$ cat src/rtl/hazard_pkg.sv
// Shared encodings and the register-match helper for the MIPS hazard unit.
// Combinational definitions only; no state, no backpressure.
package hazard_pkg;

    localparam int ADDR_W = 5;

    localparam logic [1:0] BR_NONE = 2'd0;
    localparam logic [1:0] BR_BEQ  = 2'd1;
    localparam logic [1:0] BR_BNE  = 2'd2;

    localparam logic [1:0] MD_NONE = 2'd0;
    localparam logic [1:0] MD_MUL  = 2'd1;
    localparam logic [1:0] MD_DIV  = 2'd2;

    // D-stage (branch comparator) and E-stage (ALU) muxes order their inputs differently.
    localparam logic [1:0] FWD_D_RF = 2'd0;
    localparam logic [1:0] FWD_D_M  = 2'd1;
    localparam logic [1:0] FWD_D_W  = 2'd2;
    localparam logic [1:0] FWD_E_RF = 2'd0;
    localparam logic [1:0] FWD_E_W  = 2'd1;
    localparam logic [1:0] FWD_E_M  = 2'd2;

    // $0 is hardwired to zero, so it never creates a dependency.
    function automatic logic reg_match(input logic [ADDR_W-1:0] addr,
                                       input logic [ADDR_W-1:0] wr_addr,
                                       input logic              wr_en);
        return wr_en && (addr != '0) && (addr == wr_addr);
    endfunction

endpackage

$ cat src/rtl/md_busy_timer.sv
// Multiply/divide occupancy timer: loads the op latency when an MDU op is in E.
// Busy flag is registered (timer != 0); no backpressure, a new load overrides.
// Busy reads 0 while reset is asserted.
module md_busy_timer
    import hazard_pkg::*;
#(
    parameter int MUL_LAT = 4,
    parameter int DIV_LAT = 32,
    parameter int CNT_W   = 6
) (
    input  logic       clk,
    input  logic       rst,
    input  logic [1:0] md_op,
    output logic       busy
);

    logic [CNT_W-1:0] timer;

    always_ff @(posedge clk) begin
        if (rst) begin
            timer <= '0;
        end else if (md_op == MD_MUL) begin
            timer <= CNT_W'(MUL_LAT);
        end else if (md_op == MD_DIV) begin
            timer <= CNT_W'(DIV_LAT);
        end else if (timer != '0) begin
            timer <= timer - CNT_W'(1);
        end
    end

    assign busy = (timer != '0) && !rst;

endmodule

$ cat src/rtl/hazard_unit_mc.sv
// Stall/flush/forwarding control for the 5-stage pipeline with a multi-cycle MDU.
// Stall, flush and forward selects are combinational; MdBusy and StallCount are registered.
// A stall freezes F/D and bubbles E; the stall counter saturates at all-ones.
module hazard_unit_mc
    import hazard_pkg::*;
#(
    parameter int REG_ADDR_W = 5,
    parameter int MUL_LAT    = 4,
    parameter int DIV_LAT    = 32,
    parameter int CNT_W      = 6,
    parameter int PERF_W     = 32
) (
    input  logic                  clk,
    input  logic                  rst,
    input  logic [1:0]            BranchD,
    input  logic [1:0]            PCSrcD,
    input  logic [REG_ADDR_W-1:0] RsD,
    input  logic [REG_ADDR_W-1:0] RtD,
    input  logic [REG_ADDR_W-1:0] RsE,
    input  logic [REG_ADDR_W-1:0] RtE,
    input  logic [REG_ADDR_W-1:0] WriteRegE,
    input  logic [REG_ADDR_W-1:0] WriteRegM,
    input  logic [REG_ADDR_W-1:0] WriteRegW,
    input  logic                  RegWriteE,
    input  logic                  RegWriteM,
    input  logic                  RegWriteW,
    input  logic                  MemtoRegE,
    input  logic                  MemtoRegM,
    input  logic [1:0]            MdOpD,
    input  logic [1:0]            MdOpE,
    input  logic                  MdReadD,
    output logic                  StallF,
    output logic                  StallD,
    output logic                  FlushE,
    output logic [1:0]            ForwardAD,
    output logic [1:0]            ForwardBD,
    output logic [1:0]            ForwardAE,
    output logic [1:0]            ForwardBE,
    output logic                  MdBusy,
    output logic [PERF_W-1:0]     StallCount
);

    logic br_active, md_in_e, md_need_d;
    logic lwstall, brstall, mdstall, hz;

    md_busy_timer #(
        .MUL_LAT (MUL_LAT),
        .DIV_LAT (DIV_LAT),
        .CNT_W   (CNT_W)
    ) u_md_timer (
        .clk   (clk),
        .rst   (rst),
        .md_op (MdOpE),
        .busy  (MdBusy)
    );

    always_comb begin
        br_active = (BranchD == BR_BEQ) || (BranchD == BR_BNE);
        md_in_e   = (MdOpE == MD_MUL) || (MdOpE == MD_DIV);
        md_need_d = MdReadD || (MdOpD == MD_MUL) || (MdOpD == MD_DIV);

        ForwardAE = reg_match(RsE, WriteRegM, RegWriteM) ? FWD_E_M :
                    reg_match(RsE, WriteRegW, RegWriteW) ? FWD_E_W : FWD_E_RF;
        ForwardBE = reg_match(RtE, WriteRegM, RegWriteM) ? FWD_E_M :
                    reg_match(RtE, WriteRegW, RegWriteW) ? FWD_E_W : FWD_E_RF;

        ForwardAD = FWD_D_RF;
        ForwardBD = FWD_D_RF;
        if (br_active) begin
            ForwardAD = reg_match(RsD, WriteRegM, RegWriteM) ? FWD_D_M :
                        reg_match(RsD, WriteRegW, RegWriteW) ? FWD_D_W : FWD_D_RF;
            ForwardBD = reg_match(RtD, WriteRegM, RegWriteM) ? FWD_D_M :
                        reg_match(RtD, WriteRegW, RegWriteW) ? FWD_D_W : FWD_D_RF;
        end

        lwstall = MemtoRegE && (reg_match(RsD, RtE, 1'b1) || reg_match(RtD, RtE, 1'b1));
        // Branches resolve in D, so an ALU result in E or a load in M is not yet available.
        brstall = br_active &&
                  (reg_match(RsD, WriteRegE, RegWriteE) || reg_match(RtD, WriteRegE, RegWriteE) ||
                   reg_match(RsD, WriteRegM, MemtoRegM) || reg_match(RtD, WriteRegM, MemtoRegM));
        mdstall = (MdBusy || md_in_e) && md_need_d;

        hz     = lwstall || brstall || mdstall;
        StallF = hz && !rst;
        StallD = hz || rst;
        FlushE = hz || (PCSrcD != 2'd0) || rst;
    end

    always_ff @(posedge clk) begin
        if (rst) begin
            StallCount <= '0;
        end else if (hz && (StallCount != '1)) begin
            StallCount <= StallCount + PERF_W'(1);
        end
    end

endmodule

$ cat config.mk
export PLATFORM = sky130hd
export DESIGN_NAME = hazard_unit_mc
export DESIGN_NICKNAME = d
export VERILOG_FILES = /design/src/rtl/hazard_pkg.sv /design/src/rtl/md_busy_timer.sv /design/src/rtl/hazard_unit_mc.sv
export SDC_FILE = /design/constraint.sdc
export NUM_CORES = 1
export LEC_CHECK = 0
export ABC_AREA = 1
export CAP_MARGIN = 30
export CORE_MARGIN = 3
export CORE_UTILIZATION = 50
export CTS_CLUSTER_DIAMETER = 200
export CTS_CLUSTER_SIZE = 16
export DETAILED_ROUTE_END_ITERATION = 10
export GPL_TIMING_DRIVEN = 0
export PLACE_DENSITY = 0.92
export SLEW_MARGIN = 20
export SYNTH_ARGS = -nofsm -noshare
export SYNTH_HDL_FRONTEND = slang
export SYNTH_HIERARCHICAL = 1
export SYNTH_SLANG_ARGS = --single-unit
$ cat constraint.sdc
create_clock -name clk -period 2.7 [get_ports clk]
set_input_delay 0.27 -clock clk [delete_from_list [all_inputs] [get_ports clk]]
set_output_delay 0.27 -clock clk [all_outputs]
set_load 0.05 [all_outputs]
Word level (Yosys, flattened, before mapping)
Index checks and enable logic that the tools add are counted.

storage, ports and cells
  output and inout bits = 44
  logic and storage cells = 95
  memory bits (read-only) = 0
  input port bits = 51
  RAM bits = 0
  bits in latches = 0
  memories kept = 0
  flip-flop bits (word level) = 38

cells by class
  bitwise logic cells = 0
  add/sub/neg operators = 2
  reductions and logical operators = 57
  multiplexer cells = 13
  equality and inequality tests = 19
  $lt $le $gt $ge = 0
  divide/modulo/power cells = 0
  multipliers = 0
  shift operators = 0

operators with widths
  operator                 number
  $eq A5 B5 Y1             12
  $add A32 B1 Y32 const B  1
  $logic_and A1 B1 Y1      32
  $ne A32 B32 Y1 const B   1
  $reduce_bool A5 Y1       4
  $mux W2                  8
  $logic_or A1 B1 Y1       14
  $mux W6                  2
  $eq A2 B1 Y1 const B     3
  $eq A2 B2 Y1 const B     3
  $reduce_bool A6 Y1       1
  $sub A6 B1 Y6 const B    1
  $reduce_bool A2 Y1       2
  $mux W3                  1
  $reduce_bool A3 Y1       1
  $reduce_or A3 Y1         1
  $mux W1                  2
  $reduce_or A2 Y1         1
  $logic_not A1 Y1         1

Depth between registers and ports, before layout
Gate-level depths: netlist (run 1).

  depth in word-level cells = 11
  mapped depth = 14
  mapped depth without buffers = 13

Hierarchy
Netlist (run 1), hierarchy kept.

by module, submodules not included
  module          times used  cells each  area an instance (µm²)
  hazard_unit_mc  1           502         2936.6
  md_busy_timer   1           49          386.6

Worst setup path before layout (run 1)
No wires, ideal clock.

  path type = input to output
  from = input RsD[4]
  to = output ForwardAD[1]
  data arrival time = 2.414 ns
  cell stages on the path = 5
  required time = 2.430 ns
  slack = 0.016 ns
  cells stage by stage = clkbuf_2 -> xor2_1 -> a2111oi_0 -> nand2_1 -> nor4_1

between the ends
  cells in the longest elaborated chain, start to end = 6
  elaborated cells on any way between the ends = 10

RTL lines
  item                               RTL line              text
  start, declared                    hazard_unit_mc.sv:17  input logic [REG_ADDR_W-1:0] RsD,
  $reduce_bool A5 Y1                 hazard_pkg.sv:27      return wr_en && (addr != '0) && (addr == wr_addr);
  $logic_and A1 B1 Y1 (2 in series)  hazard_pkg.sv:27
  $mux W2                            hazard_unit_mc.sv:71  reg_match(RsD, WriteRegW, RegWriteW) ? FWD_D_W : FWD_D_RF;
  $mux W2 (*)                        hazard_unit_mc.sv:70  ForwardAD = reg_match(RsD, WriteRegM, RegWriteM) ? FWD_D_M :
  $mux W2 (*)                        hazard_unit_mc.sv:69  if (br_active) begin
  end, declared                      hazard_unit_mc.sv:35  output logic [1:0] ForwardAD,

Every way passes the cells marked *; elsewhere a longest branch is shown, timed or not.

Worst setup path after layout (run 1)
  from = input WriteRegM[3]
  to = output StallF

between the ends
  cells in the longest elaborated chain, start to end = 8
  elaborated cells on any way between the ends = 10

RTL lines
  item                                  RTL line              text
  start, declared                       hazard_unit_mc.sv:22  input logic [REG_ADDR_W-1:0] WriteRegM,
  $eq A5 B5 Y1                          hazard_pkg.sv:27
  $logic_and A1 B1 Y1                   hazard_pkg.sv:27
  $logic_or A1 B1 Y1                    hazard_unit_mc.sv:79  (reg_match(RsD, WriteRegE, RegWriteE) || reg_match(RtD, WriteRegE, RegWriteE) ||
  $logic_or A1 B1 Y1 (*)                hazard_unit_mc.sv:80  reg_match(RsD, WriteRegM, MemtoRegM) || reg_match(RtD, WriteRegM, MemtoRegM));
  $logic_and A1 B1 Y1 (*)               hazard_unit_mc.sv:78  brstall = br_active &&
  $logic_or A1 B1 Y1 (*) (2 in series)  hazard_unit_mc.sv:83  hz = lwstall || brstall || mdstall;
  $logic_and A1 B1 Y1 (*)               hazard_unit_mc.sv:84  StallF = hz && !rst;
  end, declared                         hazard_unit_mc.sv:32  output logic StallF,

Marks and branches as above.

==> results.json, run 1 <==
{
  "finalSetupViolCount": 0,
  "dpl.hpwl_um": 7980,
  "slew_headroom_pct": 65.4,
  "ys_ff_latch": 38,
  "gp_congestion": 0.969,
  "synthTopCellsByCount": "121 x nand2_1, 89 x nor2_1, 66 x inv_1",
  "drive_gt1_share_pct": 7.73,
  "numCtsBuffers": 5,
  "grt_max_degree": 13,
  "grt_pass1_wl_um": 17000,
  "synth-warning-count": 6,
  "yosysTopAreaCell": "dfxtp_1",
  "cp-start-kind": "primary input",
  "ys_async_sr_fraction_pct": 0,
  "yosysSeqAreaShare_pct": 22.9,
  "dr.pass1.iters": 6,
  "synth.most_common_cell": "nand2_1",
  "post_drt_wl_per_cell_um": 14.1,
  "clk_latency_ps": 290,
  "ant_nets": 0,
  "syn-cell-area_um2": 3320,
  "drcViolationCount": 0,
  "wirelength_um": 10200,
  "port_buffers": 86,
  "p_per_area_nw_per_um2": 463,
  "synth_edf_count": 0,
  "cp_common_cell": "nand2_1",
  "rows": 29,
  "path_max_fanout": 5,
  "p_int_mw": 1.20,
  "crit_type": "in2out",
  "slowest_stage": "clkdlybuf4s50_1",
  "chipWidth_um": 87.5,
  "cpPeakStageDelay_ps": 560,
  "drtIter0Drc": 232,
  "post-route-period-util_pct": 96.1,
  "endpoint_kind": "primary output",
  "nets": 702,
  "cts_buffer_depth": 2,
  "clock_sinks": 38,
  "crit_required_ps": 2430,
  "cap_violations": 0,
  "grtUsageTotal_pct": 27.1,
  "netlist.area_leader.share_pct": 22.9,
  "overflow": 0,
  "drv_slew": 0,
  "fin_crit_ps": 2590,
  "arrival_ps": 2320,
  "synth_cell_type_count": 39,
  "antenna_found_initial": 0,
  "htreeDepth": 2,
  "dieHeight_um": 87.5,
  "ys.flop_type": "dfxtp_1",
  "netlist_top_cells_area": "dfxtp_1 23%, nand2_1 14%, nor2_1 10%",
  "p_total_mw": 2.04,
  "syn_inst": 551,
  "fin_worst_skew_ps": 8.34,
  "r2r_slack_ps": 470,
  "setup-tns-final_ps": 0,
  "p_sw_share_pct": 41.3,
  "fmax_ghz": 0.385,
  "hp-class": "reg2reg",
  "combPwrFrac_pct": 46.5,
  "synth.avg_cell_area_um2": 6.03,
  "root_buffer": "clkbuf_8",
  "p_switching_mw": 0.845,
  "hold_viol_final": 0,
  "status": "finished clean",
  "syn_nets": 607,
  "ios": 95,
  "dieArea_um2": 7660,
  "cts_tree": "built",
  "initial_core_util_pct": 52.0,
  "clk_pin_slew_ps": 80,
  "grt_pass1_vias": 3888,
  "hold_buffers": 0,
  "peakVddDrop_uv": 406,
  "seq_power_share_pct": 32.6,
  "worst_pin_slew_ps": 519,
  "utilization_pct": 69.2,
  "n_antenna_cell": 0,
  "p_clk_share_pct": 20.9,
  "power_leakage_nw": 1.96,
  "crit_chain": "clkdlybuf4s50_1, inv_1, nand2_1, a21oi_1, nand4_1, nand2_1, nand2_1, a31oi_1, clkdlybuf4s15_1",
  "route.vias.total": 4024,
  "syn_to_final_growth_pct": 32.9,
  "routed_via_density": 5.56,
  "design.core.area_um2": 6390
}
[sequential cells by signal, indices dropped and copies added (netlist names)]
name / cells
StallCount: 32
u_md_timer/timer: 6
[power groups by stage]
| stage | combinational (mW) | sequential [mW] | clock (mW) |
|---|---|---|---|
| 3_3_place_gp | 0.860 | 0.666 | 0 |
| 2_1_floorplan | 0.594 | 0.693 | 0 |
| 4_1_cts | 0.886 | 0.659 | 0.432 |
| 5_1_grt | 1.04 | 0.674 | 0.450 |
| 6_report | 0.950 | 0.667 | 0.427 |
| 3_5_place_dp | 0.882 | 0.670 | 0 |
[through the flow]
step	cells	instance area, µm²	hold WS (ps)	setup slack, ps
5_1_grt	724	4420	531	-30.7
3_3_place_gp	714	4280	490	-623
4_1_cts	722	4360	520	2.40
6_report	724	4420	519	106
2_1_floorplan	551	3320	342	15.7
3_5_place_dp	714	4280	498	-625
[worst paths after layout]
path	start	endpoint	depth (start not counted)
setup / recovery	WriteRegM[3]	StallF	9
hold / removal	u_md_timer/timer[0]	u_md_timer/timer[0]	2
setup reg to reg	StallCount[0]	StallCount[5]	11
hold reg to reg	u_md_timer/timer[0]	u_md_timer/timer[0]	2
[cells by family (layout without fill, tap and decap cells)]
logic type | after synthesis | in the layout | share of synthesized area (%)
buffers and inverters | 86 | 182 | 11.7
AOI/OAI and AO/OA | 68 | 68 | 12.2
adders and majority gates | 5 | 5 | 1.88
DFF | 38 | 38 | 22.9
and+or+nand+nor | 317 | 317 | 41.6
xor gates and xnor gates | 37 | 37 | 9.75
[per-layer routing]
layer	part of all wire [%]	wire [µm]	GRT usage, %
met3	10	1060	4.16
met1	41	4190	34.5
met5	0	0	0
met4	2.0	206	9.76
met2	47	4760	46.2
[worst max-delay path: cells and delay by family]
family | cells | cell delay [ps]
simple gates | 4 | 330
buf+inv | 3 | 1280
compound gates | 2 | 430
[layout by cell type (no fill, tap or decap), drive strengths merged, types with 4 or more instances in the layout]
cell,count
a21oi,39
nor4,4
xnor2,18
nor3,14
clkbuf,11
nand2,123
dlymetal6s2s,6
clkdlybuf4s50,68
o21ai,6
o22ai,11
dlygate4sd2,8
nand3,58
o2111ai,4
nor2,95
xor2,19
nand4,14
buf,19
ha,5
dfxtp,38
inv,67
[repair_timing]
action | CTS | global route
resized for setup | 26 | 15
setup endpoints to repair | 8 | 8
buffers inserted | 0 | 2
gates cloned | 0 | 0
pin swaps | 0 | 0
[layout make-up]
cell class                      count  area, µm²
Timing Repair Buffer               88        871
Tap cell                           77       96.3
Clock buffer                        6       82.6
Buffer                             19        138
Clock inverter                      2       12.5
Inverter                           67        251
Multi-Input combinational cell    427       2210
Sequential cell                    38        761
Fill cell                         533       1970
No activity file was read; power rests on OpenSTA's default activity.
==> run 2, diff against run 1 <==
--- a/config.mk
+++ b/config.mk
@@ -8,12 +8,13 @@
 export ABC_AREA = 1
 export CAP_MARGIN = 30
 export CORE_MARGIN = 3
-export CORE_UTILIZATION = 50
+export CORE_UTILIZATION = 49
 export CTS_CLUSTER_DIAMETER = 200
 export CTS_CLUSTER_SIZE = 16
 export DETAILED_ROUTE_END_ITERATION = 10
 export GPL_TIMING_DRIVEN = 0
-export PLACE_DENSITY = 0.92
+export PLACE_DENSITY = 0.91
+export RECOVER_POWER = 25
 export SLEW_MARGIN = 20
 export SYNTH_ARGS = -nofsm -noshare
 export SYNTH_HDL_FRONTEND = slang
==> constraint.sdc (replaced) <==
create_clock -name clk -period 2.9 [get_ports clk]
set_input_delay 0.29 -clock clk [delete_from_list [all_inputs] [get_ports clk]]
set_output_delay 0.29 -clock clk [all_outputs]
set_load 0.05 [all_outputs]
==> results.json, run 2 (same netlist as run 1, synthesis figures left out) <==
{
  "reg2regPathDepth": 10,
  "cts_tree": "built",
  "p_per_area_nw_per_um2": 436,
  "cp-start-kind": "primary input",
  "top_regs": "StallCount: 32 flops, u_md_timer/timer: 6 flops",
  "clock_sinks": 38,
  "largest_reg_flops": 32,
  "grt_pass1_vias": 3700,
  "p_total_mw": 1.92,
  "nets": 700,
  "n_antenna_cell": 0,
  "hp-class": "in2reg",
  "htreeDepth": 2,
  "design.core.area_um2": 6460,
  "ant_nets": 0,
  "drv_slew": 0,
  "multi_input_area_um2": 2180,
  "dr.pass1.iters": 5,
  "ios": 95,
  "r2r_start": "StallCount[0]",
  "setup_slack_ps": 121,
  "crit_chain": "clkdlybuf4s50_1, xor2_1, nor2_1, nand3_1, nor4_1, clkdlybuf4s50_1",
  "numCtsBuffers": 5,
  "initial_core_util_pct": 51.5,
  "crit_end": "ForwardBD[0]",
  "rows": 29,
  "crit_type": "in2out",
  "route.vias.total": 3999,
  "chipWidth_um": 88.4,
  "wirelength_um": 10000,
  "dieArea_um2": 7810,
  "cp_common_cell": "clkdlybuf4s50_1",
  "dieHeight_um": 88.4,
  "post_drt_wl_per_cell_um": 13.9,
  "place_worst_setup_slack_ps": -440,
  "cpPeakStageDelay_ps": 870,
  "root_buffer": "clkbuf_8",
  "grt_max_degree": 12,
  "syn_to_final_growth_pct": 32.5,
  "antenna_found_initial": 0,
  "arrival_ps": 2490,
  "slew_headroom_pct": 64.6,
  "worst_pin_slew_ps": 527,
  "utilization_pct": 68.2,
  "final_common_cell": "nand2_1",
  "slowest_stage": "clkdlybuf4s50_1",
  "nFillCells": 576,
  "crit_required_ps": 2610,
  "clk_pin_slew_ps": 80,
  "mostFrequentLayoutCells": "121 x nand2_1, 89 x nor2_1, 64 x inv_1, 60 x clkdlybuf4s50_1, 57 x nand3_1",
  "hold_ws_ps": 375,
  "hold_viol_final": 0,
  "drcViolationCount": 0,
  "status": "finished clean",
  "rsz0062_at_grt": "no",
  "r2r_slack_ps": 680,
  "cp_num_buf_inv": 2,
  "port_buffers": 86,
  "fmax_ghz": 0.360,
  "grt_pass1_wl_um": 16500,
  "dpl.hpwl_um": 7930,
  "grtUsageTotal_pct": 26.1,
  "reg2reg_to": "StallCount[26]",
  "drive_gt1_share_pct": 6.83,
  "cp_top_family": "buffers and inverters",
  "endpoint_kind": "primary output",
  "path_max_fanout": 5,
  "peakVddDrop_uv": 201,
  "finalSetupViolCount": 0,
  "gp_congestion": 1.00,
  "power_leakage_nw": 1.98,
  "worstSetupStartpoint": "WriteRegM[3]",
  "post-route-period-util_pct": 95.8,
  "drtIter0Drc": 238,
  "path_depth": 6,
  "final_cells": 721,
  "fin_crit_ps": 2780,
  "cap_violations": 0,
  "regArea_um2": 761,
  "top_register": "StallCount",
  "routed_via_density": 5.55,
  "overflow": 0,
  "clk_latency_ps": 300,
  "fin_worst_skew_ps": 15.6,
  "cts_buffer_depth": 2,
  "place_inst": 714
}
run 2: changes by cell type in the layout (fill, tap and decap cells not counted), moves of 4 or more:
cell / change
dlygate4sd3_1: +15
buf_4: -4
clkdlybuf4s50_1: -8
dlygate4sd2_1: -7
run 2: per-layer routing:
metal | part of all wire, % | wire (µm) | GRT usage (%)
met1 | 42 | 4220 | 33.2
met3 | 9.0 | 902 | 5.12
met2 | 48 | 4780 | 45.2
met5 | 0 | 0 | 0
met4 | 1.3 | 135 | 6.73
run 2: power by group:
group          internal, mW  switching [mW]  leakage, nW
clock network         0.276           0.198       0.0573
registers             0.564          0.0495        0.308
logic                 0.326           0.508         1.62
run 2: final cells by class:
| cell class | instances | share of cell area [%] |
|---|---|---|
| Clock inverter | 1 | 0.682 |
| Multi-Input combinational cell | 427 | 49.5 |
| Tap cell | 77 | 2.19 |
| Sequential cell | 38 | 17.3 |
| Clock buffer | 6 | 1.88 |
| Buffer | 19 | 3.13 |
| Timing Repair Buffer | 86 | 19.6 |
| Inverter | 67 | 5.71 |
run 2: worst min-delay path by stage:
stage	startpoint	end	cells past startpoint
final	rst	StallCount[30]	2
after global routing	rst	StallCount[30]	2
after CTS	u_md_timer/timer[0]	u_md_timer/timer[0]	2
after global placement	u_md_timer/timer[0]	u_md_timer/timer[0]	2
after floorplan	rst	StallCount[25]	1
after detailed placement	u_md_timer/timer[0]	u_md_timer/timer[0]	2
run 2: per-stage QoR:
step                cell area, µm²  setup TNS, ps
floorplan                     3320              0
global placement              4280          -1050
detailed placement            4280          -1070
CTS                           4380           -147
global route                  4400              0
finish                        4400              0
run 2: repair_timing:
item | in CTS | in global routing
endpoints found under the setup margin | 4 | 6
hold buffers | 0 | 0
cloned | 0 | 0
resized for setup | 9 | 18
setup buffers | 0 | 0
run 2: worst register-to-register path, cell delays in order, from the launching register on:
cell	delay, ps
dfxtp_1	410
ha_1	250
nand3_1	90
nor2_1	230
and2_1	190
nor3b_1	390
nand2_1	150
nor3_1	220
nand3_1	110
nand2_1	70
nor2_1	30
==> run 3, diff against run 2 <==
--- a/config.mk
+++ b/config.mk
@@ -8,13 +8,14 @@
 export ABC_AREA = 1
 export CAP_MARGIN = 30
 export CORE_MARGIN = 3
-export CORE_UTILIZATION = 49
+export CORE_UTILIZATION = 50
 export CTS_CLUSTER_DIAMETER = 200
 export CTS_CLUSTER_SIZE = 16
 export DETAILED_ROUTE_END_ITERATION = 10
 export GPL_TIMING_DRIVEN = 0
-export PLACE_DENSITY = 0.91
+export PLACE_DENSITY = 0.92
 export RECOVER_POWER = 25
+export SKIP_LAST_GASP = 1
 export SLEW_MARGIN = 20
 export SYNTH_ARGS = -nofsm -noshare
 export SYNTH_HDL_FRONTEND = slang
==> constraint.sdc (replaced) <==
create_clock -name clk -period 3.2 [get_ports clk]
set_input_delay 0.32 -clock clk [delete_from_list [all_inputs] [get_ports clk]]
set_output_delay 0.32 -clock clk [all_outputs]
set_load 0.02 [all_outputs]
==> results.json, run 3 (same netlist as run 1, synthesis figures left out) <==
{
  "rsz0062_at_grt": "no",
  "finalSetupViolCount": 0,
  "grt_most_used_layer": "met2",
  "chipWidth_um": 87.5,
  "slew_headroom_pct": 64.8,
  "syn_to_final_growth_pct": 31.2,
  "regArea_um2": 761,
  "largest_reg_flops": 32,
  "clk_pin_slew_ps": 80,
  "hp-class": "reg2reg",
  "postCtsSetupRepairBufs": 0,
  "routed_via_density": 5.56,
  "endpoint_kind": "primary output",
  "worst_pin_slew_ps": 528,
  "peakVddDrop_uv": 314,
  "post-route-period-util_pct": 94.0,
  "overflow": 0,
  "path_max_fanout": 10,
  "hold_viol_final": 0,
  "drcViolationCount": 0,
  "numCtsBuffers": 5,
  "cts_tree": "built",
  "drv_slew": 0,
  "port_buffers": 86,
  "nets": 700,
  "route.vias.total": 4014,
  "clock_sinks": 38,
  "initial_core_util_pct": 52.0,
  "grt_max_degree": 13,
  "fmax_ghz": 0.333,
  "fin_worst_skew_ps": 10.6,
  "status": "finished clean",
  "dpl.hpwl_um": 7980,
  "grtUsageTotal_pct": 27.1,
  "clk_latency_ps": 290,
  "place_inst": 714,
  "arrival_ps": 2690,
  "hold_buffers": 0,
  "top_register": "StallCount",
  "mostFrequentLayoutCells": "121 x nand2_1, 90 x nor2_1, 66 x inv_1, 65 x clkdlybuf4s50_1, 57 x nand3_1",
  "fin_crit_ps": 3010,
  "cap_violations": 0,
  "utilization_pct": 68.3,
  "cp-start-kind": "primary input",
  "p_per_area_nw_per_um2": 369,
  "drive_gt1_share_pct": 5.74,
  "dieArea_um2": 7660,
  "final_cells": 722,
  "grt_use_met3_pct": 4.35,
  "grt_pass1_vias": 3887,
  "n_antenna_cell": 0,
  "dieHeight_um": 87.5,
  "ant_nets": 0,
  "gr-usage-met2_pct": 45.9,
  "rows": 29,
  "design.core.area_um2": 6390,
  "cts_buffer_depth": 2,
  "crit_required_ps": 2880,
  "top_regs": "StallCount: 32 flops, u_md_timer/timer: 6 flops",
  "use_met1_pct": 34.6,
  "power_leakage_nw": 1.88,
  "p_total_mw": 1.61,
  "drtIter0Drc": 236,
  "multi_input_area_um2": 2170,
  "crit_type": "in2out",
  "grt_pass1_wl_um": 17000,
  "antenna_found_initial": 0,
  "nFillCells": 545,
  "gp_congestion": 0.969,
  "cts_resized": 6,
  "final_common_cell": "nand2_1",
  "post_drt_wl_per_cell_um": 14.0,
  "htreeDepth": 2,
  "wirelength_um": 10100,
  "ios": 95,
  "root_buffer": "clkbuf_8",
  "dr.pass1.iters": 5
}
-- run 3: routing by layer --
layer / part of all wire [%] / vias to the layer above / wire (µm)
li1: - / 1984 / -
met1: 42 / 1792 / 4220
met2: 46 / 216 / 4690
met3: 9.8 / 22 / 997
met4: 2.3 / 0 / 237
met5: 0 / - / 0
-- run 3: where the power goes --
group | leakage, nW | internal [mW] | switching [mW]
Combinational | 1.53 | 0.293 | 0.399
Sequential | 0.308 | 0.511 | 0.0443
Clock | 0.0472 | 0.174 | 0.187
-- run 3: area by class of cell --
cell class	count	share of cell area, %
multi-input cells	427	49.7
repair buffers	86	19.6
flip-flops and latches	38	17.4
inverters	67	5.77
plain buffers	19	3.16
well taps	77	2.21
clock buffers	6	1.89
clock inverters	2	0.287
-- run 3: final timing paths --
| path | start | to | slack (ps) | depth (start not counted) |
|---|---|---|---|---|
| worst min-delay path | u_md_timer/timer[0] | u_md_timer/timer[0] | 520 | 2 |
| worst max-delay path | RtD[3] | FlushE | 190 | 15 |
| worst max register to register | StallCount[0] | StallCount[26] | 970 | 10 |
| worst min register to register | u_md_timer/timer[0] | u_md_timer/timer[0] | 520 | 2 |
-- run 3: through the flow --
step           hold slack, ps  setup WS [ps]  area [µm²]  setup TNS (ps)
6_report                  515            193        4360               0
2_1_floorplan             392           1030        3320               0
4_1_cts                   509            211        4370               0
3_5_place_dp              498          -61.1        4280            -112
3_3_place_gp              490          -60.0        4280            -100
5_1_grt                   532           13.9        4360               0
-- run 3: critical path, stage by stage --
cell             delay [ps]
clkdlybuf4s50_1         640
inv_1                   160
nand2_1                 100
nand2_1                  50
nand2_1                  60
nor2_1                   40
nand2_1                  80
nand2_1                  60
a21oi_2                 180
nand3_1                 130
buf_6                   170
buf_6                   140
nor2_1                  160
nand2_1                  60
dlygate4sd2_1           320
